==> src/rtl/decode_stage_pkg.sv <==
// Shared decode constants: opcodes, funct codes, ALU operation codes,
// operand-source codes and the decoded-instruction bundle.
package decode_stage_pkg;

    localparam int ENABLE  = 1;
    localparam int DISABLE = 0;

    // Major opcodes (ir[6:0])
    localparam logic [6:0] OPC_LUI    = 7'b0110111;
    localparam logic [6:0] OPC_AUIPC  = 7'b0010111;
    localparam logic [6:0] OPC_JAL    = 7'b1101111;
    localparam logic [6:0] OPC_JALR   = 7'b1100111;
    localparam logic [6:0] OPC_BRANCH = 7'b1100011;
    localparam logic [6:0] OPC_LOAD   = 7'b0000011;
    localparam logic [6:0] OPC_STORE  = 7'b0100011;
    localparam logic [6:0] OPC_OPIMM  = 7'b0010011;
    localparam logic [6:0] OPC_OP     = 7'b0110011;

    // funct3 for arithmetic / logic
    localparam logic [2:0] F3_ADD  = 3'b000;
    localparam logic [2:0] F3_SLL  = 3'b001;
    localparam logic [2:0] F3_SLT  = 3'b010;
    localparam logic [2:0] F3_SLTU = 3'b011;
    localparam logic [2:0] F3_XOR  = 3'b100;
    localparam logic [2:0] F3_SR   = 3'b101;
    localparam logic [2:0] F3_OR   = 3'b110;
    localparam logic [2:0] F3_AND  = 3'b111;

    // funct3 for branches
    localparam logic [2:0] F3_BEQ  = 3'b000;
    localparam logic [2:0] F3_BNE  = 3'b001;
    localparam logic [2:0] F3_BLT  = 3'b100;
    localparam logic [2:0] F3_BGE  = 3'b101;
    localparam logic [2:0] F3_BLTU = 3'b110;
    localparam logic [2:0] F3_BGEU = 3'b111;

    // funct3 for loads / stores
    localparam logic [2:0] F3_B  = 3'b000;
    localparam logic [2:0] F3_H  = 3'b001;
    localparam logic [2:0] F3_W  = 3'b010;
    localparam logic [2:0] F3_BU = 3'b100;
    localparam logic [2:0] F3_HU = 3'b101;

    // funct7
    localparam logic [6:0] F7_BASE   = 7'b0000000;
    localparam logic [6:0] F7_ALT    = 7'b0100000;
    localparam logic [6:0] F7_MULDIV = 7'b0000001;

    // ALU operation codes; ALU_NOP must stay zero so a cleared entry reads as NOP.
    // ALU_MUL..ALU_REMU are consecutive in funct3 order.
    localparam logic [5:0] ALU_NOP    = 6'd0;
    localparam logic [5:0] ALU_ADD    = 6'd1;
    localparam logic [5:0] ALU_SUB    = 6'd2;
    localparam logic [5:0] ALU_SLL    = 6'd3;
    localparam logic [5:0] ALU_SLT    = 6'd4;
    localparam logic [5:0] ALU_SLTU   = 6'd5;
    localparam logic [5:0] ALU_XOR    = 6'd6;
    localparam logic [5:0] ALU_SRL    = 6'd7;
    localparam logic [5:0] ALU_SRA    = 6'd8;
    localparam logic [5:0] ALU_OR     = 6'd9;
    localparam logic [5:0] ALU_AND    = 6'd10;
    localparam logic [5:0] ALU_BEQ    = 6'd11;
    localparam logic [5:0] ALU_BNE    = 6'd12;
    localparam logic [5:0] ALU_BLT    = 6'd13;
    localparam logic [5:0] ALU_BGE    = 6'd14;
    localparam logic [5:0] ALU_BLTU   = 6'd15;
    localparam logic [5:0] ALU_BGEU   = 6'd16;
    localparam logic [5:0] ALU_LB     = 6'd17;
    localparam logic [5:0] ALU_LH     = 6'd18;
    localparam logic [5:0] ALU_LW     = 6'd19;
    localparam logic [5:0] ALU_LBU    = 6'd20;
    localparam logic [5:0] ALU_LHU    = 6'd21;
    localparam logic [5:0] ALU_SB     = 6'd22;
    localparam logic [5:0] ALU_SH     = 6'd23;
    localparam logic [5:0] ALU_SW     = 6'd24;
    localparam logic [5:0] ALU_JAL    = 6'd25;
    localparam logic [5:0] ALU_JALR   = 6'd26;
    localparam logic [5:0] ALU_LUI    = 6'd27;
    localparam logic [5:0] ALU_MUL    = 6'd28;
    localparam logic [5:0] ALU_MULH   = 6'd29;
    localparam logic [5:0] ALU_MULHSU = 6'd30;
    localparam logic [5:0] ALU_MULHU  = 6'd31;
    localparam logic [5:0] ALU_DIV    = 6'd32;
    localparam logic [5:0] ALU_DIVU   = 6'd33;
    localparam logic [5:0] ALU_REM    = 6'd34;
    localparam logic [5:0] ALU_REMU   = 6'd35;

    // ALU operand sources
    localparam logic [1:0] OP_TYPE_NONE = 2'd0;
    localparam logic [1:0] OP_TYPE_REG  = 2'd1;
    localparam logic [1:0] OP_TYPE_IMM  = 2'd2;
    localparam logic [1:0] OP_TYPE_PC   = 2'd3;

    // Everything decoded from one instruction except the immediate,
    // whose width follows the stage's XLEN.
    typedef struct packed {
        logic [4:0] srcreg1_num;
        logic [4:0] srcreg2_num;
        logic [4:0] dstreg_num;
        logic [5:0] alucode;
        logic [1:0] aluop1_type;
        logic [1:0] aluop2_type;
        logic       reg_we;
        logic       is_load;
        logic       is_store;
        logic       is_halt;
        logic       is_illegal;
    } decode_t;

endpackage

==> src/rtl/decode_stage_comb.sv <==
// Purely combinational RV32I(+M) decoder: instruction word in, decoded
// bundle and sign-extended immediate out. Halt is recognised by the wrapper.
module decode_comb
    import decode_stage_pkg::*;
#(
    parameter int ENABLE_M = 1,
    parameter int XLEN     = 32
) (
    input  logic [31:0]     ir_i,
    output decode_t         dec_o,
    output logic [XLEN-1:0] imm_o
);

    logic [6:0]  opcode;
    logic [2:0]  funct3;
    logic [6:0]  funct7;
    logic [31:0] immRaw;
    decode_t     dec;

    assign opcode = ir_i[6:0];
    assign funct3 = ir_i[14:12];
    assign funct7 = ir_i[31:25];

    // Decode by opcode, then squash side effects of anything flagged illegal
    always_comb begin
        dec         = '0;
        dec.alucode = ALU_NOP;
        immRaw      = '0;
        case (opcode)
            OPC_OPIMM: begin
                dec.srcreg1_num = ir_i[19:15];
                dec.dstreg_num  = ir_i[11:7];
                dec.aluop1_type = OP_TYPE_REG;
                dec.aluop2_type = OP_TYPE_IMM;
                dec.reg_we      = 1'b1;
                immRaw          = {{20{ir_i[31]}}, ir_i[31:20]};
                case (funct3)
                    F3_ADD:  dec.alucode = ALU_ADD;
                    F3_SLT:  dec.alucode = ALU_SLT;
                    F3_SLTU: dec.alucode = ALU_SLTU;
                    F3_XOR:  dec.alucode = ALU_XOR;
                    F3_OR:   dec.alucode = ALU_OR;
                    F3_AND:  dec.alucode = ALU_AND;
                    F3_SLL: begin
                        immRaw = {27'b0, ir_i[24:20]};
                        if (funct7 == F7_BASE) dec.alucode    = ALU_SLL;
                        else                   dec.is_illegal = 1'b1;
                    end
                    default: begin
                        immRaw = {27'b0, ir_i[24:20]};
                        if (funct7 == F7_BASE)     dec.alucode    = ALU_SRL;
                        else if (funct7 == F7_ALT) dec.alucode    = ALU_SRA;
                        else                       dec.is_illegal = 1'b1;
                    end
                endcase
            end
            OPC_OP: begin
                dec.srcreg1_num = ir_i[19:15];
                dec.srcreg2_num = ir_i[24:20];
                dec.dstreg_num  = ir_i[11:7];
                dec.aluop1_type = OP_TYPE_REG;
                dec.aluop2_type = OP_TYPE_REG;
                dec.reg_we      = 1'b1;
                case (funct7)
                    F7_BASE: begin
                        case (funct3)
                            F3_ADD:  dec.alucode = ALU_ADD;
                            F3_SLL:  dec.alucode = ALU_SLL;
                            F3_SLT:  dec.alucode = ALU_SLT;
                            F3_SLTU: dec.alucode = ALU_SLTU;
                            F3_XOR:  dec.alucode = ALU_XOR;
                            F3_SR:   dec.alucode = ALU_SRL;
                            F3_OR:   dec.alucode = ALU_OR;
                            default: dec.alucode = ALU_AND;
                        endcase
                    end
                    F7_ALT: begin
                        if (funct3 == F3_ADD)     dec.alucode    = ALU_SUB;
                        else if (funct3 == F3_SR) dec.alucode    = ALU_SRA;
                        else                      dec.is_illegal = 1'b1;
                    end
                    F7_MULDIV: begin
                        if (ENABLE_M == ENABLE) dec.alucode    = ALU_MUL + {3'b000, funct3};
                        else                    dec.is_illegal = 1'b1;
                    end
                    default: dec.is_illegal = 1'b1;
                endcase
            end
            OPC_LUI: begin
                dec.dstreg_num  = ir_i[11:7];
                dec.aluop1_type = OP_TYPE_NONE;
                dec.aluop2_type = OP_TYPE_IMM;
                dec.reg_we      = 1'b1;
                dec.alucode     = ALU_LUI;
                immRaw          = {ir_i[31:12], 12'b0};
            end
            OPC_AUIPC: begin
                dec.dstreg_num  = ir_i[11:7];
                dec.aluop1_type = OP_TYPE_PC;
                dec.aluop2_type = OP_TYPE_IMM;
                dec.reg_we      = 1'b1;
                dec.alucode     = ALU_ADD;
                immRaw          = {ir_i[31:12], 12'b0};
            end
            OPC_JAL: begin
                dec.dstreg_num  = ir_i[11:7];
                dec.aluop1_type = OP_TYPE_PC;
                dec.aluop2_type = OP_TYPE_NONE;
                dec.reg_we      = 1'b1;
                dec.alucode     = ALU_JAL;
                immRaw          = {{12{ir_i[31]}}, ir_i[19:12], ir_i[20], ir_i[30:21], 1'b0};
            end
            OPC_JALR: begin
                dec.srcreg1_num = ir_i[19:15];
                dec.dstreg_num  = ir_i[11:7];
                dec.aluop1_type = OP_TYPE_PC;
                dec.aluop2_type = OP_TYPE_NONE;
                dec.reg_we      = 1'b1;
                dec.alucode     = ALU_JALR;
                dec.is_illegal  = (funct3 != 3'b000);
                immRaw          = {{20{ir_i[31]}}, ir_i[31:20]};
            end
            OPC_BRANCH: begin
                dec.srcreg1_num = ir_i[19:15];
                dec.srcreg2_num = ir_i[24:20];
                dec.aluop1_type = OP_TYPE_REG;
                dec.aluop2_type = OP_TYPE_REG;
                immRaw          = {{20{ir_i[31]}}, ir_i[7], ir_i[30:25], ir_i[11:8], 1'b0};
                case (funct3)
                    F3_BEQ:  dec.alucode    = ALU_BEQ;
                    F3_BNE:  dec.alucode    = ALU_BNE;
                    F3_BLT:  dec.alucode    = ALU_BLT;
                    F3_BGE:  dec.alucode    = ALU_BGE;
                    F3_BLTU: dec.alucode    = ALU_BLTU;
                    F3_BGEU: dec.alucode    = ALU_BGEU;
                    default: dec.is_illegal = 1'b1;
                endcase
            end
            OPC_LOAD: begin
                dec.srcreg1_num = ir_i[19:15];
                dec.dstreg_num  = ir_i[11:7];
                dec.aluop1_type = OP_TYPE_REG;
                dec.aluop2_type = OP_TYPE_IMM;
                dec.reg_we      = 1'b1;
                dec.is_load     = 1'b1;
                immRaw          = {{20{ir_i[31]}}, ir_i[31:20]};
                case (funct3)
                    F3_B:    dec.alucode    = ALU_LB;
                    F3_H:    dec.alucode    = ALU_LH;
                    F3_W:    dec.alucode    = ALU_LW;
                    F3_BU:   dec.alucode    = ALU_LBU;
                    F3_HU:   dec.alucode    = ALU_LHU;
                    default: dec.is_illegal = 1'b1;
                endcase
            end
            OPC_STORE: begin
                dec.srcreg1_num = ir_i[19:15];
                dec.srcreg2_num = ir_i[24:20];
                dec.aluop1_type = OP_TYPE_REG;
                dec.aluop2_type = OP_TYPE_IMM;
                dec.is_store    = 1'b1;
                immRaw          = {{20{ir_i[31]}}, ir_i[31:25], ir_i[11:7]};
                case (funct3)
                    F3_B:    dec.alucode    = ALU_SB;
                    F3_H:    dec.alucode    = ALU_SH;
                    F3_W:    dec.alucode    = ALU_SW;
                    default: dec.is_illegal = 1'b1;
                endcase
            end
            default: dec.is_illegal = 1'b1;
        endcase

        if (dec.is_illegal) begin
            dec.reg_we   = 1'b0;
            dec.is_load  = 1'b0;
            dec.is_store = 1'b0;
            dec.alucode  = ALU_NOP;
        end
    end

    assign dec_o = dec;
    assign imm_o = XLEN'($signed(immRaw));

endmodule

==> src/rtl/decode_stage.sv <==
// Registered decode stage: decodes the incoming instruction, holds results in
// a small FIFO between fetch and execute, latches halt and supports flush.
module decode_stage
    import decode_stage_pkg::*;
#(
    parameter int          ENABLE_M = 1,
    parameter int          DEPTH    = 2,
    parameter logic [31:0] HALT_IR  = 32'h00000073,
    parameter int          XLEN     = 32
) (
    input  logic            clk,
    input  logic            rst,
    input  logic            flush,
    input  logic            in_valid,
    output logic            in_ready,
    input  logic [31:0]     in_ir,
    input  logic [XLEN-1:0] in_pc,
    output logic            out_valid,
    input  logic            out_ready,
    output logic [XLEN-1:0] out_pc,
    output logic [4:0]      srcreg1_num,
    output logic [4:0]      srcreg2_num,
    output logic [4:0]      dstreg_num,
    output logic [XLEN-1:0] imm,
    output logic [5:0]      alucode,
    output logic [1:0]      aluop1_type,
    output logic [1:0]      aluop2_type,
    output logic            reg_we,
    output logic            is_load,
    output logic            is_store,
    output logic            is_halt,
    output logic            is_illegal,
    output logic            halted
);

    localparam int PTR_W = (DEPTH > 1) ? $clog2(DEPTH) : 1;
    localparam int CNT_W = $clog2(DEPTH + 1);

    decode_t         decoded;
    decode_t         pushEntry;
    logic [XLEN-1:0] decodedImm;
    logic [XLEN-1:0] pushImm;
    logic            isHalt;
    logic            push;
    logic            pop;

    decode_t         entry_q [DEPTH];
    logic [XLEN-1:0] imm_q   [DEPTH];
    logic [XLEN-1:0] pc_q    [DEPTH];

    logic [PTR_W-1:0] wrPtr_q, wrPtr_d;
    logic [PTR_W-1:0] rdPtr_q, rdPtr_d;
    logic [CNT_W-1:0] count_q, count_d;
    logic             halted_q, halted_d;

    function automatic logic [PTR_W-1:0] nextPtr(input logic [PTR_W-1:0] ptr);
        if (ptr == PTR_W'(DEPTH - 1)) return '0;
        return ptr + 1'b1;
    endfunction

    function automatic decode_t emptyEntry();
        decode_t e;
        e         = '0;
        e.alucode = ALU_NOP;
        return e;
    endfunction

    decode_comb #(
        .ENABLE_M (ENABLE_M),
        .XLEN     (XLEN)
    ) u_decode (
        .ir_i  (in_ir),
        .dec_o (decoded),
        .imm_o (decodedImm)
    );

    assign isHalt    = (in_ir == HALT_IR);
    assign out_valid = (count_q != '0);
    assign in_ready  = !halted_q && !flush &&
                       ((count_q < CNT_W'(DEPTH)) || (out_valid && out_ready));
    assign push      = in_valid && in_ready;
    assign pop       = out_valid && out_ready;

    // The halt word becomes a plain legal entry carrying only is_halt
    always_comb begin
        pushEntry = decoded;
        pushImm   = decodedImm;
        if (isHalt) begin
            pushEntry         = emptyEntry();
            pushEntry.is_halt = 1'b1;
            pushImm           = '0;
        end
    end

    // Queue bookkeeping and halt latch; flush empties everything and clears halt
    always_comb begin
        wrPtr_d  = wrPtr_q;
        rdPtr_d  = rdPtr_q;
        count_d  = count_q;
        halted_d = halted_q;
        if (flush) begin
            wrPtr_d  = '0;
            rdPtr_d  = '0;
            count_d  = '0;
            halted_d = 1'b0;
        end else begin
            if (push) wrPtr_d = nextPtr(wrPtr_q);
            if (pop)  rdPtr_d = nextPtr(rdPtr_q);
            if (push && !pop)      count_d = count_q + 1'b1;
            else if (pop && !push) count_d = count_q - 1'b1;
            if (push && isHalt) halted_d = 1'b1;
        end
    end

    // Control state registers
    always_ff @(posedge clk) begin
        if (rst) begin
            wrPtr_q  <= '0;
            rdPtr_q  <= '0;
            count_q  <= '0;
            halted_q <= 1'b0;
        end else begin
            wrPtr_q  <= wrPtr_d;
            rdPtr_q  <= rdPtr_d;
            count_q  <= count_d;
            halted_q <= halted_d;
        end
    end

    // Queue storage; cleared on reset so the head reads as an empty NOP
    always_ff @(posedge clk) begin
        if (rst) begin
            for (int i = 0; i < DEPTH; i++) begin
                entry_q[i] <= emptyEntry();
                imm_q[i]   <= '0;
                pc_q[i]    <= '0;
            end
        end else if (push) begin
            entry_q[wrPtr_q] <= pushEntry;
            imm_q[wrPtr_q]   <= pushImm;
            pc_q[wrPtr_q]    <= in_pc;
        end
    end

    assign out_pc      = pc_q[rdPtr_q];
    assign imm         = imm_q[rdPtr_q];
    assign srcreg1_num = entry_q[rdPtr_q].srcreg1_num;
    assign srcreg2_num = entry_q[rdPtr_q].srcreg2_num;
    assign dstreg_num  = entry_q[rdPtr_q].dstreg_num;
    assign alucode     = entry_q[rdPtr_q].alucode;
    assign aluop1_type = entry_q[rdPtr_q].aluop1_type;
    assign aluop2_type = entry_q[rdPtr_q].aluop2_type;
    assign reg_we      = entry_q[rdPtr_q].reg_we;
    assign is_load     = entry_q[rdPtr_q].is_load;
    assign is_store    = entry_q[rdPtr_q].is_store;
    assign is_halt     = entry_q[rdPtr_q].is_halt;
    assign is_illegal  = entry_q[rdPtr_q].is_illegal;
    assign halted      = halted_q;

endmodule
==> config.mk <==
export PLATFORM = sky130hd
export DESIGN_NAME = decode_stage
export DESIGN_NICKNAME = d
export VERILOG_FILES = /design/src/rtl/decode_stage_pkg.sv /design/src/rtl/decode_stage_comb.sv /design/src/rtl/decode_stage.sv
export SDC_FILE = /design/constraint.sdc
export NUM_CORES = 1
export LEC_CHECK = 0
export CAP_MARGIN = 0
export CELL_PAD_IN_SITES_DETAIL_PLACEMENT = 1
export CELL_PAD_IN_SITES_GLOBAL_PLACEMENT = 1
export CORE_UTILIZATION = 43
export CTS_CLUSTER_DIAMETER = 120
export DETAILED_ROUTE_END_ITERATION = 12
export GPL_TIMING_DRIVEN = 0
export PLACE_DENSITY_LB_ADDON = 0.2
export SYNTH_ARGS = -nofsm -noshare
export SYNTH_HDL_FRONTEND = slang
export SYNTH_HIERARCHICAL = 1
export SYNTH_SLANG_ARGS = --single-unit
==> constraint.sdc <==
create_clock -name clk -period 3.9 [get_ports clk]
set_input_delay 0.585 -clock clk [delete_from_list [all_inputs] [get_ports clk]]
set_output_delay 0.585 -clock clk [all_outputs]
set_load 0.01 [all_outputs]
==> results.md <==
* Clk slew on worst S/H paths at 0.08 ns
* Initial antenna violation count at 0
* Clock buffer count from CTS at 17
* Sink Count at 194
* Non-filler cells, final at 1261
* Starting Density at 43.9%
* Hold WC Path Type: flop to flop
* Gpl congestion at 0.897
* TritonRoute pass-1 iters at 5
* CTS max path bufs at 2
* Worst slew pin tran at 1.24 ns
* WL per Instance at 22.0 um
* Peak supply drop at 260 uV
* Site row count at 55
* Ys Warns at 6
* Pwr Density at 373 nW/um^2
* Leak at 4.82 nW
* Setup crit start kind: flop
* Flop and latch count out of synthesis at 194
* Final setup vio count at 0
* Worst Path Required at 3.31 ns
* Dpl cell area at 12000 um^2
* Final Cell Area at 12600 um^2
* DRT iter0 DRCs at 405
* Routed Antenna Nets at 0
* Setup CP Type: flop to output port
* Avg Synthesized Cell Area at 12.8 um^2
* Sequential area share after synthesis at 58.0%
* Chip Width at 154 um
* Fmax at 280 MHz
* Post_cts resized at 0
* Final core area utilization at 55.6%
* Core area at 22600 um^2
* Htree depth at 4
* Clk Latency, worst-skew pair at 0.44 ns
* Synth Net Count at 848
* DRC at 0
* HP Start: rdPtr_q
* Max cap viols at 0
* Mapped Cells at 778
* Syn Std Cell Area at 9950 um^2
* Crit end category: output port
* Crit path max fanout at 10
* I/O pin count at 166
* Final Skew at 0.0225 ns
* Final slew viol count at 0
* # hold bufs at CTS at 0
* Slew HR at 17.2%
* Number of global-route vias before repair at 7251
* Port bufs at 165
* Area growth from synthesis to layout at 26.6%
* Via count at 6915
* Layout cells sized above 1 at 25.7%
* Worst Path Arrival at 2.98 ns
* Reg-to-reg startpoint: halted
* Vias/cell at 5.48
* GRT Util Overall at 24.0%
* Final Hold Viols at 0
* Setup Fix Bufs, Post-CTS at 0
* Die area at 23700 um^2
* Die height at 154 um
* Final Cycle Share at 91.4%
* Clock root buffer: clkbuf_16
* HPWL Detailed at 19600 um
* Unrepaired setup endpoints after global routing: no
* Number of instances in the placed design at 1230
* CTS tree: done
* GRT overflow at 0
* Diode count at 0
* Netlist cell types at 72
* Largest net degree at the start of global routing at 67
* Status: completed
* Nets at 1034
* Number of flops mapped to enable cells by yosys at 188
* Global-route wire length before repair at 42200 um
* Routed wire length at 27800 um
* Post-synth ARST share at 0%
* Tmin final at 3.57 ns
* Top_reg_cell synth: edfxtp_1
area by class of cell:
type,count,area [um^2]
well taps,285,357
repair buffers,167,1710
clock inverters,14,141
clock buffers,17,425
plain buffers,50,219
flip-flops and latches,194,5770
fillers,2325,10000
multi-input cells,528,3960
inverters,6,22.5
synthesized netlist by cell type (all sizes together) (2+ instances only):
cell type / number / area [um^2]
mux2i: 2 / 20.0
mux2: 94 / 1060
o31ai: 3 / 22.5
xnor2: 2 / 17.5
a21o: 22 / 165
nand3: 13 / 65.1
and3: 4 / 25.0
xor2: 3 / 26.3
nand2: 17 / 63.8
a41oi: 2 / 17.5
a22o: 4 / 35.0
nand4b: 2 / 17.5
o22ai: 2 / 12.5
or3: 3 / 18.8
nor2b: 12 / 75.1
or4: 3 / 26.3
nor4: 9 / 86.3
a31oi: 4 / 25.0
nor3: 11 / 55.1
inv: 6 / 22.5
o211ai: 3 / 22.5
o21a: 4 / 30.0
or2: 5 / 31.3
a2111oi: 3 / 38.8
clkbuf: 35 / 146
buf: 15 / 72.6
nor2: 27 / 104
edfxtp: 188 / 5650
and2: 203 / 1380
and3b: 3 / 26.3
nand4: 2 / 12.5
dfxtp: 6 / 120
a21oi: 17 / 88.8
a211oi: 3 / 22.5
o21ai: 13 / 65.1
nand2b: 7 / 46.3
nand4bb: 2 / 22.5
cell usage in the layout, fill, tap and decap left out, drive strengths merged, types with 9 or more instances in the layout:
| cell | count |
|---|---|
| nand2 | 17 |
| and2 | 203 |
| buf | 17 |
| nand3 | 13 |
| edfxtp | 188 |
| o21ai | 13 |
| inv | 15 |
| clkbuf | 52 |
| nor2 | 27 |
| mux2 | 94 |
| a21oi | 17 |
| nor4 | 9 |
| clkdlybuf4s50 | 165 |
| nor2b | 12 |
| nor3 | 11 |
| a21o | 22 |
metrics by stage:
step	TNS (ns)	total power [mW]	hold WS [ns]	worst slack [ns]
finish	0	4.70	0.511	0.335
global route	0	4.84	0.541	0.213
CTS	0	4.73	0.508	0.284
detailed placement	0	3.03	0.498	0.352
global placement	-255.89	3.02	0.479	-1.40
floorplan	0	2.71	0.467	0.464
flip-flops by register name, indices dropped and copies added (netlist names), named ones only:
name     count
pc_q        64
imm_q       64
halted       1
wrPtr_q      1
count_q      2
rdPtr_q      1
entry_q     60
worst paths after layout:
path                                        to  depth (start not counted)  slack, ns
worst max-delay path                    imm[2]                          4       0.33
worst min-delay path                      flop                          2       0.51
worst max register to register  entry_q[0][15]                          5       1.43
worst min register to register            flop                          2       0.51
where the power goes:
group          internal, mW  total, mW  switching [mW]  leakage, nW
sequential             2.38       2.40          0.0232         2.03
combinational         0.283      0.581           0.299         2.51
clock                 0.851       1.72           0.869        0.281
metal layers:
layer  up-vias  GRT usage [%]  wire [um]
met4         0           8.57        687
met1      3457           31.1      12200
met3        45           4.71       1300
met5         -              0          0
li1       3201              -          -
met2       212           40.1      13600
worst max-delay path, cell delays in order, from the launching register on:
cell and delay [ns]:
dfxtp_1 0.38, clkbuf_1 0.63, clkbuf_1 0.58, mux2_2 0.41, clkdlybuf4s50_1 0.54
kinds of logic (layout without fill, tap and decap cells):
kind of cell	after synthesis	count (layout)	share of synthesized area, %
and+or+nand+nor	327	327	21.0
adders and majority gates	1	1	0.126
buffers and inverters	56	254	2.43
xor gates and xnor gates	5	5	0.440
muxes	96	96	10.8
other	1	1	0.0377
DFF	194	194	58.0
AOI/OAI and AO/OA	98	98	7.17
(Power assumes the default switching activity.)
